==> src/rtl/pattern_matcher_pkg.sv <==
// Shared types and constants for the streaming pattern matcher.
// The wildcard character is only honoured when PATTERN_MATCHER_WILDCARD_EN is defined.
package pattern_matcher_pkg;

    typedef enum logic [1:0] {
        IDLE,
        LOAD,
        RUN
    } state_t;

    typedef logic [7:0] char_t;

    localparam char_t WILDCARD_CHAR = 8'h3F;

endpackage

==> src/rtl/pm_char_cmp.sv <==
// Single-position comparator between one window character and one pattern character.
// With PATTERN_MATCHER_WILDCARD_EN defined, a '?' pattern character matches anything.
module pm_char_cmp
    import pattern_matcher_pkg::*;
(
    input  char_t i_win_char,
    input  char_t i_pat_char,
    input  logic  i_en,
    output logic  o_hit
);

    logic w_eq;

`ifdef PATTERN_MATCHER_WILDCARD_EN
    assign w_eq = (i_pat_char == WILDCARD_CHAR) || (i_win_char == i_pat_char);
`else
    assign w_eq = (i_win_char == i_pat_char);
`endif

    // Positions beyond the pattern length never veto a match.
    assign o_hit = !i_en || w_eq;

endmodule

==> src/rtl/pattern_matcher.sv <==
// Streaming detector: loads a pattern of up to MAX_LEN chars, then reports every
// (overlapping) match with its start index. Wildcard support: PATTERN_MATCHER_WILDCARD_EN.
module pattern_matcher
    import pattern_matcher_pkg::*;
#(
    parameter int MAX_LEN = 8,
    parameter int IDX_W   = 16,
    parameter int CNT_W   = 8
) (
    input  logic             clk,
    input  logic             rst,
    input  logic             load_valid,
    input  char_t            load_char,
    input  logic             load_last,
    input  logic             in_valid,
    input  char_t            in_char,
    output logic             ready,
    output logic             match,
    output logic [IDX_W-1:0] match_pos,
    output logic [CNT_W-1:0] match_cnt,
    output logic             load_err
);

    localparam int LEN_W = $clog2(MAX_LEN + 1);
    localparam int PTR_W = $clog2(MAX_LEN);
    localparam logic [LEN_W-1:0] LEN_MAX = LEN_W'(MAX_LEN);

    state_t             r_state;
    state_t             w_state_nxt;
    char_t              r_pat    [MAX_LEN];
    char_t              r_window [MAX_LEN];
    char_t              w_shift  [MAX_LEN];
    char_t              w_win_sel[MAX_LEN];
    logic [MAX_LEN-1:0] w_en;
    logic [MAX_LEN-1:0] w_pos_hit;
    logic [LEN_W-1:0]   r_len;
    logic [LEN_W-1:0]   r_fill;
    logic [LEN_W-1:0]   w_fill_nxt;
    logic [IDX_W-1:0]   r_idx;
    logic               r_match;
    logic [IDX_W-1:0]   r_match_pos;
    logic [CNT_W-1:0]   r_match_cnt;
    logic               r_load_err;
    logic               w_enter_load;
    logic               w_overflow;
    logic               w_accept;
    logic               w_hit;

    assign ready     = (r_state == RUN);
    assign match     = r_match;
    assign match_pos = r_match_pos;
    assign match_cnt = r_match_cnt;
    assign load_err  = r_load_err;

    // A pattern write always wins over a stream character arriving in the same cycle.
    assign w_accept     = in_valid && ready && !load_valid;
    assign w_enter_load = load_valid && (r_state != LOAD);
    assign w_overflow   = load_valid && (r_len == LEN_MAX);

    always_ff @(posedge clk or negedge rst) begin
        // NOTE: sequential state uses non-blocking assignments so every register samples pre-edge values.
        if (!rst) r_state <= IDLE;
        else      r_state <= w_state_nxt;
    end

    always_comb begin
        // NOTE: default assigned first so no path through the case infers a latch.
        w_state_nxt = r_state;
        case (r_state)
            IDLE, RUN: if (load_valid) w_state_nxt = load_last ? RUN : LOAD;
            LOAD:      if (load_valid && load_last)
                           w_state_nxt = (r_load_err || w_overflow) ? IDLE : RUN;
            default:   w_state_nxt = IDLE;
        endcase
    end

    // Post-shift window view: the match is judged on the window including the new char.
    always_comb begin
        w_shift[0] = in_char;
        for (int i = 1; i < MAX_LEN; i++) w_shift[i] = r_window[i-1];
    end

    assign w_fill_nxt = (r_fill == LEN_MAX) ? r_fill : r_fill + LEN_W'(1);

    always_comb begin
        for (int k = 0; k < MAX_LEN; k++) begin
            w_win_sel[k] = '0;
            w_en[k]      = (LEN_W'(k) < r_len);
            if (w_en[k]) w_win_sel[k] = w_shift[PTR_W'(int'(r_len) - 1 - k)];
        end
    end

    for (genvar k = 0; k < MAX_LEN; k++) begin : g_cmp
        pm_char_cmp u_cmp (
            .i_win_char (w_win_sel[k]),
            .i_pat_char (r_pat[k]),
            .i_en       (w_en[k]),
            .o_hit      (w_pos_hit[k])
        );
    end

    assign w_hit = (r_len != '0) && (w_fill_nxt >= r_len) && (&w_pos_hit);

    always_ff @(posedge clk or negedge rst) begin
        if (!rst) begin
            // NOTE: the pattern and window arrays are reset too, so a reset fully forgets the pattern.
            for (int i = 0; i < MAX_LEN; i++) begin
                r_pat[i]    <= '0;
                r_window[i] <= '0;
            end
            r_len       <= '0;
            r_fill      <= '0;
            r_idx       <= '0;
            r_match     <= 1'b0;
            r_match_pos <= '0;
            r_match_cnt <= '0;
            r_load_err  <= 1'b0;
        end else begin
            r_match <= 1'b0;
            if (w_enter_load) begin
                r_pat[0]    <= load_char;
                r_len       <= LEN_W'(1);
                r_fill      <= '0;
                r_idx       <= '0;
                r_match_cnt <= '0;
                r_load_err  <= 1'b0;
            end else if (r_state == LOAD && load_valid) begin
                if (w_overflow) begin
                    r_load_err <= 1'b1;
                end else begin
                    r_pat[PTR_W'(r_len)] <= load_char;
                    r_len                <= r_len + LEN_W'(1);
                end
            end else if (w_accept) begin
                for (int i = 0; i < MAX_LEN; i++) r_window[i] <= w_shift[i];
                r_fill <= w_fill_nxt;
                r_idx  <= r_idx + IDX_W'(1);
                if (w_hit) begin
                    r_match     <= 1'b1;
                    r_match_pos <= r_idx - (IDX_W'(r_len) - IDX_W'(1));
                    if (!(&r_match_cnt)) r_match_cnt <= r_match_cnt + CNT_W'(1);
                end
            end
        end
    end

endmodule

==> config.mk <==
export PLATFORM = sky130hd
export DESIGN_NAME = pattern_matcher
export DESIGN_NICKNAME = d
export VERILOG_FILES = /design/src/rtl/pattern_matcher_pkg.sv /design/src/rtl/pm_char_cmp.sv /design/src/rtl/pattern_matcher.sv
export SDC_FILE = /design/constraint.sdc
export NUM_CORES = 1
export LEC_CHECK = 0
export CORE_UTILIZATION = 50
export CTS_CLUSTER_DIAMETER = 80
export DETAILED_ROUTE_END_ITERATION = 10
export GPL_TIMING_DRIVEN = 0
export HOLD_SLACK_MARGIN = 0.02
export PLACE_DENSITY = 0.68
export SLEW_MARGIN = 20
export SYNTH_ARGS = -nofsm -noshare
export SYNTH_HDL_FRONTEND = slang
export SYNTH_SLANG_ARGS = --single-unit
==> constraint.sdc <==
create_clock -name clk -period 6.7 [get_ports clk]
set_clock_uncertainty 0.05 [all_clocks]
set_input_delay 1.675 -clock clk [delete_from_list [all_inputs] [get_ports clk]]
set_output_delay 1.675 -clock clk [all_outputs]
set_load 0.01 [all_outputs]
* Word level (Yosys, flattened, before mapping)
Index checks and enable logic that the tools add are counted.
Storage, ports and cells: bits of input ports 21, register bits 172, output and inout port bits 27
Operators by class: magnitude comparators 19, reduce and logical (&&, ||, !) cells 44, add/sub/neg operators 14, equality and inequality tests 18, muxes and demuxes 65, bitwise logic cells 12
Operator list (number):
- $mux 8 | 31
- $bmux 8 s3 | 8
- $mux 64 | 2
- $bwmux 64 | 1
- $eq 8x8->1 | 8
- $mux 16 | 3
- $ge 3x4->1 const B | 8
- $mux 4 | 7
- $demux 8 s3 | 1
- $not 3->3 | 8
- $add 16x1->16 const B | 1
- $lt 3x4->1 const A | 4
- $reduce_and 8->1 | 2
- $sub 16x16->16 | 1
- $sub 3x3->3 const B | 4
- $ne 2x2->1 const B | 5
- $logic_and 1x1->1 | 9
- $logic_not 1->1 | 9
- $logic_or 1x1->1 | 9
- $add 4x1->4 const B | 2
- $add 8x1->8 const B | 1
- $eq 4x4->1 const B | 2
- $lt 1x4->1 const A | 2
- $lt 2x4->1 const A | 2
- other kinds (21) | 42

* Longest topological paths before layout
Gate-level depths: netlist of run 1.
word-level depth 15, depth in mapped cells 21, mapped depth without buffers 15

* Cells and area by module
Synthesis of run 1 repeated with hierarchy kept, for this count alone.
Second synthesis, totals: cells, all modules 1075, area total of the unflattened synthesis 10627.7 sq um
Modules (own cells, without submodules):
- pattern_matcher | area each 9927.0 sq um, instances 1, cells each 987
- pm_char_cmp | area each 87.6 sq um, instances 8, cells each 11

* Worst setup path after synthesis of run 1
No wires, ideal clock.
path kind reg-to-reg, start register r_len[0], end register r_match_cnt[3], in the netlist match_cnt[3], path buffers 9, path slack 1.590 ns, data required time 6.572 ns, arrival 4.982 ns, cell stages (with the launch flop) 21, setup time 0.078 ns, cells stage by stage dfrtp_1 > buf_6 > buf_12 > buf_2 > buf_2 > inv_1 > ha_1 > buf_2 > buf_2 > buf_2 > buf_1 > mux4_2 > a22oi_1 > xor2_1 > nand4_1 > o21ai_0 > o221ai_1 > or4_1 > buf_2 > or4_1 > a21oi_1
On the way: longest elaborated chain between the ends 13, elaborated cells on any way between the ends 87, classes of those cells add/sub: 8; order compare: 9; eq/ne: 8; mux: 32; bitwise: 8; reduce/logical: 22
Ends and longest elaborated chain:
- start: declaration | RTL line pattern_matcher.sv:36 | logic [LEN_W-1:0] r_len;
- start signal: assignment | RTL line pattern_matcher.sv:132 | r_len <= r_len + LEN_W'(1);
- $sub 3x1->3 | RTL line pattern_matcher.sv:89 | if (w_en[k]) w_win_sel[k] = w_shift[PTR_W'(int'(r_len) - 1 - k)];
- $sub 3x2->3, or another cell as far along | RTL line pattern_matcher.sv:89
- $not 3->3 (implied by the code) | RTL line pattern_matcher.sv:89
- $bmux 8 s3 | RTL line pattern_matcher.sv:89
- $mux 8 (implied by the code) (2 in a row) | RTL line pattern_matcher.sv:89
- $mux 8 | RTL line pattern_matcher.sv:89
- $eq 8x8->1 | RTL line pm_char_cmp.sv:17 | assign w_eq = (i_win_char == i_pat_char);
- $logic_or 1x1->1 | RTL line pm_char_cmp.sv:21 | assign o_hit = !i_en || w_eq;
- $reduce_and 8->1 | RTL line pattern_matcher.sv:102 | assign w_hit = (r_len != '0) && (w_fill_nxt >= r_len) && (&w_pos_hit);
- $logic_and 1x1->1 (*) | RTL line pattern_matcher.sv:102
- $reduce_bool 2->1 (no source line) (*)
- $reduce_and 4->1 (no source line) (*)
- end signal: assignment | RTL line pattern_matcher.sv:141 | if (!(&r_match_cnt)) r_match_cnt <= r_match_cnt + CNT_W'(1);
- end: declaration | RTL line pattern_matcher.sv:42 | logic [CNT_W-1:0] r_match_cnt;
Every way passes the cells marked *; elsewhere a longest branch is shown, timed or not. The select of a mux whose other input is x is not followed. A chain may end at the register's enable or synchronous reset.

* Final worst setup path of run 1
start register r_len[0], end register r_match_cnt[5], in the netlist match_cnt[5]
The elaborated chain is that of the path after synthesis.

==> results of run 1 <==
-- logic make-up (layout without fill, tap and decap cells) --
logic type,Yosys count,after routing,synth area share (%)
AOI/OAI and AO/OA,176,176,10.3
DFF,172,172,38.6
xor gates and xnor gates,60,60,4.95
buffers and inverters,76,155,3.33
and+or+nand+nor,236,236,11.5
muxes,220,220,28.3
adders and majority gates,27,27,3.00
-- sequential cells by signal, summed over array words and instances, names as in the netlist --
name,cells
load_err,1
match,1
match_cnt,8
match_pos,16
r_fill,4
r_idx,16
r_len,4
r_pat,64
r_state,2
r_window,56
-- final cells by class --
type,count,share of cell area [%]
plain buffers,60,2.50
clock buffers,19,3.44
clock inverters,13,1.04
inverters,15,0.447
multi-input cells,719,51.6
flip-flops and latches,172,34.2
well taps,280,2.78
repair buffers,48,3.99
-- report_power, final --
group	leakage, nW	internal, W	switching [W]
combinational	2.74	0.00118	0.00127
sequential	2.29	0.00130	0.000296
clock	0.271	0.000521	0.000456
-- cell usage after synthesis (all sizes together), types with 5 or more instances --
cell      n  area [um2]
dfrtp   172        4300
o21ai    48         240
mux2i    35         350
o31ai     5        37.5
a221oi    9        78.8
buf      33         209
nand2    60         225
mux2    121        1360
or3      30         188
a21boi    5        37.5
a22oi    33         248
clkbuf   28         106
ha       26         325
mux4     64        1450
a31oi     9        56.3
a21oi    25         125
xnor2    25         219
o21a      9        67.6
a21o      7        52.6
nand3    17        85.1
or4       8        60.1
nor2     26        97.6
and3     15        93.8
o22ai     5        31.3
and2      6        37.5
nor4      8        56.3
nor3     19        95.1
xor2     33         289
nor2b     5        31.3
inv      14        52.6
nand4    23         144
and3b     5        43.8
-- what timing repair did --
item	CTS	global route
setup endpoints to repair	0	22
hold buffers	0	0
resized for setup	0	3
hold endpoints to repair	0	0
-- worst max path at each step --
stage                         endpoint  cells past startpoint
final                     match_cnt[5]                     19
after global routing      match_cnt[5]                     19
after CTS                 match_cnt[5]                     20
after detailed placement  match_cnt[5]                     20
after global placement       r_pat[45]                      1
after floorplan           match_cnt[3]                     20
-- routing by layer --
layer | vias to the layer above | global-route usage (%) | wire (um)
li1 | 3854 | - | -
met5 | - | 0 | 0
met2 | 330 | 43.0 | 13600
met1 | 4255 | 35.2 | 12200
met4 | 0 | 13.4 | 1350
met3 | 68 | 3.61 | 1890
-- layout by cell type (no fill, tap or decap), drive strengths merged, types with 30 or more instances in the layout --
cell type,Yosys,layout
o21ai,48,48
mux2,121,121
clkdlybuf4s50,0,46
buf,33,31
or3,30,30
mux2i,35,35
mux4,64,64
xor2,33,33
clkbuf,28,50
a22oi,33,33
nand2,60,60
dfrtp,172,172
-- through the flow --
step	utilization, %	area, um2
after CTS	57.5	12600
after global placement	54.7	12000
after global routing	57.5	12600
after floorplan	-	11200
final	57.5	12600
after detailed placement	55.0	12000
-- worst register-to-register path: cells and delay by family (launching register included) --
family,cells,cell delay (ns)
AND/OR/NAND/NOR,3,1.18
adder cells (fa/ha/maj),1,0.29
multiplexers,1,0.38
AO/OA/AOI/OAI,4,0.98
buffers and inverters,9,2.33
XOR/XNOR,1,0.22
flip-flops,1,0.53
==> summary.md, run 1 <==
| Metric | Value |
|---|---|
| Global-route wire length before repair | `45300 um` |
| Place WS | `0.0460 ns` |
| Seq cells post-synth | `172` |
| Synth Area per Inst | `11.5 um2` |
| Reg2reg start | `r_len[0]` |
| Residual DRC count | `0` |
| CP required | `7.01 ns` |
| Largest net degree at the start of global routing | `88` |
| Crit path from | `r_len[0]` |
| DRT Wirelength | `29100 um` |
| Synth warn | `0` |
| Via count | `8507` |
| Post-synth cell types | `62` |
| WP buf/inv | `9` |
| Maximum clock insertion buffer count | `2` |
| FF+latch area | `4300 um2` |
| Clock root buffer | `clkbuf_16` |
| Max incr delay on CP | `0.53 ns` |
| Kind of critical path | `flop to flop` |
| Global placer's final weighted congestion | `0.915` |
| Die area | `22900 um2` |
| Synth-to-Final Area Change | `12.8%` |
| Final Cycle Share | `89.9%` |
| RSZ-0062 raised after global routing | `no` |
| Die width | `151 um` |
| Fmax | `0.166 GHz` |
| Share of cells above drive strength 1 | `24.2%` |
| Sequential share of the synthesized area | `38.6%` |
| # fillers | `1865` |
| Critical Path Start Type | `flop` |
| Total grt overflow | `0` |
| Pwr per Cell Area | `399 nW/um2` |
| Wire length per cell | `22.0 um` |
| Slew @ Worst Pin | `0.960 ns` |
| Max-slew violations | `0` |
| Crit Path Max Fanout | `19` |
| Placed cells | `1295` |
| Minimum clock period after layout | `6.02 ns` |
| R2R depth | `19` |
| Post-synth EDFFs | `0` |
| Worst R2R End | `match_cnt[5]` |
| Max-Cap Viols | `0` |
| Vias per inst | `6.42` |
| Status | `completed` |
| Final setup viols | `0` |
| Post-route setup TNS | `0 ns` |
| DRT iter0 DRCs | `784` |
| Rows | `54` |
| Htree depth | `4` |
| Post-Syn Nets | `1014` |
| Clock transition at path regs | `0.07 ns` |
| Clock sink count | `172` |
| Tot GR Track Use | `26.6%` |
| Most used cell, CP | `buf_2` |
| Non-filler cells, final | `1326` |
| Cell Area, Synth | `11200 um2` |
| Cells along the critical path | `buf_6, buf_12, clkbuf_4, inv_1, ha_1, buf_2, buf_2, buf_2, clkbuf_2, mux4_2, a22oi_1, xor2_1, nand4_1, o21ai_0, o221ai_1, or4_1, buf_2, or4_1, a21oi_1` |
| Hold Worst Slack | `0.424 ns` |
| Initial Util | `51.0%` |
| Vias in the first global route | `8083` |
| WHS Path Cells | `2` |
| R2r setup slk | `0.68 ns` |
| CP top delay family | `buffers and inverters` |
| Drt pass-1 iters | `5` |
| Crit-path slowest cell | `dfrtp_1` |
| Hold wc startpoint | `match_pos[1]` |
| Hold Path End | `match_pos[1]` |
| Detailed placer's ending HPWL | `21400 um` |
| Initial antenna violation count | `0` |
| Hold Violations, Final | `0` |
| Post CTS Setup Buffer Count | `0` |
| Worst VDD drop | `209 uV` |
| Antenna diodes | `0` |
| Max transition margin | `35.4%` |
| Worst hold path type | `flop to flop` |
| Crit. End Element | `flop` |
| CTS tree | `done` |
| Worst EP arrival | `6.33 ns` |
| PortBufs | `47` |
| CTS buffer count | `17` |
| I/O pin count | `48` |
| Overall power | `0.00503 W` |
| Remaining antenna violation count | `0` |
| Cells after synthesis | `967` |
| Leakage | `5.30 nW` |
| Async SR Flop Fraction | `100%` |
| Clk_lat worst skew | `0.44 ns` |
| Main synth FF type | `dfrtp_1` |
| Die extent in y | `151 um` |
| Multi-input gate area | `6500 um2` |
| Core area | `21900 um2` |
| Final setup margin | `0.676 ns` |
| Net count, final | `1080` |
No activity file was read; power rests on OpenSTA's default activity.
==> run 2: changes to the inputs <==
- CORE_UTILIZATION: 50 -> 40
- CTS_CLUSTER_DIAMETER: 80 -> 40
- PLACE_DENSITY: 0.68 -> 0.57
==> summary.md, run 2 (synthesis results as in run 1) <==
| Metric | Value |
|---|---|
| Critical Path Start Type | `flop` |
| Die width | `169 um` |
| CP required | `7.02 ns` |
| Rows | `60` |
| Detailed placer's ending HPWL | `22400 um` |
| Maximum clock insertion buffer count | `2` |
| Die area | `28600 um2` |
| Clk_lat worst skew | `0.45 ns` |
| Global-route wire length before repair | `48000 um` |
| PortBufs | `47` |
| Drt pass-1 iters | `5` |
| Largest net degree at the start of global routing | `93` |
| Clock root buffer | `clkbuf_16` |
| DRT iter0 DRCs | `864` |
| Dpl cell area | `12200 um2` |
| Max-slew violations | `0` |
| Net count, final | `1082` |
| Initial antenna violation count | `0` |
| Max incr delay on CP | `0.55 ns` |
| CTS buffer count | `17` |
| Kind of critical path | `flop to flop` |
| Post-CTS Hold Buffers | `0` |
| Multi-input gate area | `6500 um2` |
| Die extent in y | `169 um` |
| Cells along the critical path | `buf_6, buf_12, clkbuf_4, clkbuf_4, inv_1, ha_1, buf_2, buf_2, buf_2, buf_2, mux4_2, a22oi_1, xor2_1, nand4_1, o21ai_0, o221ai_1, or4_1, buf_2, or4_1, a21oi_1` |
| Post-route setup TNS | `0 ns` |
| Slew @ Worst Pin | `1.01 ns` |
| I/O pin count | `48` |
| Internal power | `0.00299 W` |
| Sequential Power Share | `31.4%` |
| Final Cycle Share | `95.2%` |
| Initial Util | `41.1%` |
| Via count | `8431` |
| Clock transition at path regs | `0.08 ns` |
| RSZ-0062 raised after global routing | `no` |
| Fmax | `0.157 GHz` |
| Top flop regs | `r_pat x64, r_window x56` |
| Max-Cap Viols | `0` |
| Remaining antenna violation count | `0` |
| CTS tree | `done` |
| Wire length per cell | `21.5 um` |
| Comb pwr share | `48.6%` |
| Post-CTS Resized | `2` |
| Pwr per Cell Area | `397 nW/um2` |
| Tot GR Track Use | `22.3%` |
| Total grt overflow | `0` |
| Place WS | `-0.0855 ns` |
| Final setup viols | `0` |
| Vias in the first global route | `8248` |
| Max transition margin | `31.9%` |
| Leakage | `5.34 nW` |
| Crit Path Max Fanout | `10` |
| Residual DRC count | `0` |
| Global placer's final weighted congestion | `0.872` |
| Max FFs per register | `64` |
| Biggest register | `r_pat` |
| Worst hold path type | `flop to flop` |
| Worst VDD drop | `190 uV` |
| Commonest cells after routing, fill and taps aside | `dfrtp_1, mux2_2, mux4_2, nand2_1, o21ai_0` |
| Share of cells above drive strength 1 | `24.5%` |
| Psw | `0.00208 W` |
| Final setup margin | `0.322 ns` |
| Vias per inst | `5.94` |
| Minimum clock period after layout | `6.38 ns` |
| Post CTS Setup Buffer Count | `0` |
| # fillers | `2564` |
| Crit-path slowest cell | `or4_1` |
| Core area | `27200 um2` |
| Synth-to-Final Area Change | `14.5%` |
| Crit. End Element | `flop` |
| Clock sink count | `172` |
| DRT Wirelength | `30600 um` |
| Antenna diodes | `0` |
| Status | `completed` |
| Commonest non-fill, non-tap cell in the layout | `dfrtp_1` |
| FF+latch area | `4300 um2` |
| Sw frac | `41.1%` |
| Most used cell, CP | `buf_2` |
| Worst EP arrival | `6.69 ns` |
| Htree depth | `4` |
| Clk pwr share | `20.0%` |
| Hold Violations, Final | `0` |
| Final Instance Area | `12800 um2` |
run 2: changes by cell type in the layout (fill, tap and decap cells not counted), sizes merged:
cell	change
clkinvlp	-2
clkinv	+1
buf	+3
bufinv	-1
clkbuf	-3
inv	+4
run 2: layer usage:
metal  vias to the layer above  wire, um  global-route usage (%)
met5                         -         0                       0
met4                         0       960                    8.66
met3                        44      1680                    4.33
met2                       265     14600                    36.5
met1                      4261     13400                    29.2
li1                       3861         -                       -
run 2: per-stage QoR:
step	total power, W	hold slack [ns]	util (%)	std cells
2_1_floorplan	0.00334	0.430	-	967
3_3_place_gp	0.00400	0.409	44.5	1386
3_5_place_dp	0.00405	0.407	44.8	1388
4_1_cts	0.00508	0.424	47.0	1420
5_1_grt	0.00536	0.445	47.0	1420
6_report	0.00507	0.415	47.0	1420
run 2: final timing paths:
kind                               from            to  slack (ns)  depth (start not counted)
max in group asynchronous           rst     r_pat[27]        4.59                          3
max reg2reg                    r_len[0]  match_cnt[3]        0.32                         20
max                            r_len[0]  match_cnt[3]        0.32                         20
min                        match_pos[1]  match_pos[1]        0.42                          2
min reg2reg                match_pos[1]  match_pos[1]        0.42                          2
min in group asynchronous           rst  match_pos[7]        1.19                          2
run 2: power groups by stage:
| stage | clock (W) | combinational, W | sequential, W |
|---|---|---|---|
| final | 0.00102 | 0.00247 | 0.00159 |
| after global placement | 0 | 0.00241 | 0.00159 |
| after global routing | 0.00108 | 0.00265 | 0.00164 |
| after detailed placement | 0 | 0.00245 | 0.00160 |
| after floorplan | 0 | 0.00184 | 0.00150 |
| after CTS | 0.00103 | 0.00246 | 0.00158 |
run 2: cell type report:
| type | count | area share, % |
|---|---|---|
| clock buffers | 17 | 3.33 |
| repair buffers | 49 | 4.15 |
| clock inverters | 15 | 1.35 |
| multi-input cells | 719 | 50.9 |
| flip-flops and latches | 172 | 33.7 |
| inverters | 15 | 0.441 |
| well taps | 372 | 3.64 |
| plain buffers | 61 | 2.53 |
run 2: worst max-delay path: cells and delay by family, from the launching register on:
kind                       cells  cell delay (ns)
DFF                            1             0.54
AOI/OAI and AO/OA              4             0.98
buffers and inverters         10             2.60
muxes                          1             0.40
xor gates and xnor gates       1             0.20
adders and majority gates      1             0.29
and+or+nand+nor                3             1.20
==> run 3: changes to the inputs <==
- CORE_UTILIZATION: 40 -> 45
- PLACE_DENSITY: 0.57 -> 0.62
==> summary.md, run 3 (synthesis results as in run 1) <==
| Metric | Value |
|---|---|
| Leakage | `5.32 nW` |
| Hold wc startpoint | `match_pos[1]` |
| Htree depth | `4` |
| Remaining antenna violation count | `0` |
| Max incr delay on CP | `0.59 ns` |
| Largest net degree at the start of global routing | `90` |
| Top flop regs | `r_pat x64, r_window x56` |
| Maximum clock insertion buffer count | `2` |
| Via count | `8437` |
| Hold Path End | `match_pos[1]` |
| Residual DRC count | `0` |
| Max-Cap Viols | `0` |
| Crit-path slowest cell | `or4_1` |
| Commonest cells after routing, fill and taps aside | `dfrtp_1, mux2_2, mux4_2, nand2_1, o21ai_0` |
| Clk_lat worst skew | `0.44 ns` |
| Antenna diodes | `0` |
| Initial antenna violation count | `0` |
| Clock transition at path regs | `0.08 ns` |
| RSZ-0062 raised after global routing | `no` |
| R2r setup slk | `0.58 ns` |
| PortBufs | `47` |
| Minimum clock period after layout | `6.12 ns` |
| Slew @ Worst Pin | `0.896 ns` |
| Crit. End Element | `flop` |
| Final Cycle Share | `91.3%` |
| Max transition margin | `39.7%` |
| Wire length per cell | `21.6 um` |
| Crit Path Max Fanout | `19` |
| Reg2reg start | `r_len[0]` |
| Max-slew violations | `0` |
| WHS Path Cells | `2` |
| Commonest non-fill, non-tap cell in the layout | `dfrtp_1` |
| Hold Violations, Final | `0` |
| Post CTS Setup Buffer Count | `0` |
| Die width | `160 um` |
| Worst EP arrival | `6.42 ns` |
| DRT Wirelength | `29600 um` |
| Worst VDD drop | `256 uV` |
| Tot GR Track Use | `24.3%` |
| Biggest register | `r_pat` |
| CTS buffer count | `17` |
| Worst R2R End | `match_cnt[5]` |
| Final Instance Area | `12700 um2` |
| Status | `completed` |
| Rows | `57` |
| R2R depth | `18` |
| Core area | `24300 um2` |
| Net count, final | `1080` |
| Finished Core Util | `52.2%` |
| Die area | `25400 um2` |
| Fmax | `0.163 GHz` |
| Kind of critical path | `flop to flop` |
| CP required | `7.01 ns` |
| Worst hold path type | `flop to flop` |
| Critical Path Start Type | `flop` |
| Die extent in y | `160 um` |
| Most used cell, CP | `buf_2` |
| Global-route wire length before repair | `47300 um` |
| Total grt overflow | `0` |
| Global placer's final weighted congestion | `0.897` |
| I/O pin count | `48` |
| Synth-to-Final Area Change | `13.7%` |
| Clock sink count | `172` |
| Initial Util | `45.9%` |
| Final setup viols | `0` |
| Drt pass-1 iters | `7` |
| Pwr per Cell Area | `400 nW/um2` |
| Vias in the first global route | `8289` |
| Clock root buffer | `clkbuf_16` |
| CTS tree | `done` |
| Cells along the critical path | `buf_6, buf_12, clkbuf_4, inv_1, ha_1, buf_2, buf_4, buf_2, mux4_2, mux2i_1, nor3_1, nor4b_2, nand4_1, a2111o_1, or4_1, buf_2, or4_1, a21oi_1` |
| Share of cells above drive strength 1 | `24.4%` |
| Vias per inst | `6.16` |
| Dpl cell area | `12100 um2` |
| Detailed placer's ending HPWL | `22000 um` |
| DRT iter0 DRCs | `686` |
| Max FFs per register | `64` |
run 3: report_power, final:
group          internal [W]  total, W  switching [W]
sequential          0.00130   0.00160       0.000293
clock              0.000546   0.00104       0.000495
combinational       0.00118   0.00244        0.00127
run 3: critical path: cells and delay by family (launching register included):
| family | cells | cell delay (ns) |
|---|---|---|
| buf+inv | 8 | 1.88 |
| simple gates | 5 | 1.77 |
| mux | 2 | 0.78 |
| compound gates | 2 | 0.69 |
| flops | 1 | 0.53 |
| fa+ha+maj | 1 | 0.29 |
run 3: per-stage QoR:
| stage | instances | worst slack [ns] | power, W | TNS [ns] | hold WS [ns] |
|---|---|---|---|---|---|
| global route | 1370 | 0.295 | 0.00537 | 0 | 0.452 |
| global placement | 1338 | -3.54 | 0.00399 | -605.73 | 0.402 |
| finish | 1370 | 0.582 | 0.00508 | 0 | 0.421 |
| CTS | 1371 | 0.0140 | 0.00507 | 0 | 0.433 |
| floorplan | 967 | 1.59 | 0.00334 | 0 | 0.430 |
| detailed placement | 1339 | -0.0326 | 0.00403 | -0.0597 | 0.415 |
run 3: worst max path at each step:
stage | end | from | slack [ns]
floorplan | match_cnt[3] | r_len[0] | 1.59
global placement | r_pat[10] | rst | -3.54
detailed placement | match_cnt[5] | r_len[0] | -0.03
CTS | match_cnt[5] | r_len[0] | 0.01
global route | match_cnt[5] | r_len[0] | 0.30
finish | match_cnt[5] | r_len[0] | 0.58
run 3: metal layers:
metal	wire, um	vias to the layer above	global-route usage [%]	share of wire [%]
met5	0	-	0	0
met4	931	0	10.2	3.1
met3	1830	47	4.64	6.2
met2	14300	304	39.3	48
met1	12600	4239	31.9	43
li1	-	3847	-	-
run 3: area by class of cell:
cell class                 count  area (um2)
buffer                        60         315
clock buffer                  18         439
clock inverter                14         168
fill                        2160       11600
inverter                      15        56.3
multi-input combinational    719        6500
sequential                   172        4300
tap                          324         405
timing repair buffer          48         503
run 3: what timing repair did:
item                       in CTS  in global routing
setup endpoints to repair       2                 22
hold buffers                    0                  0
resized for setup               1                  2
pin swaps                       0                  0
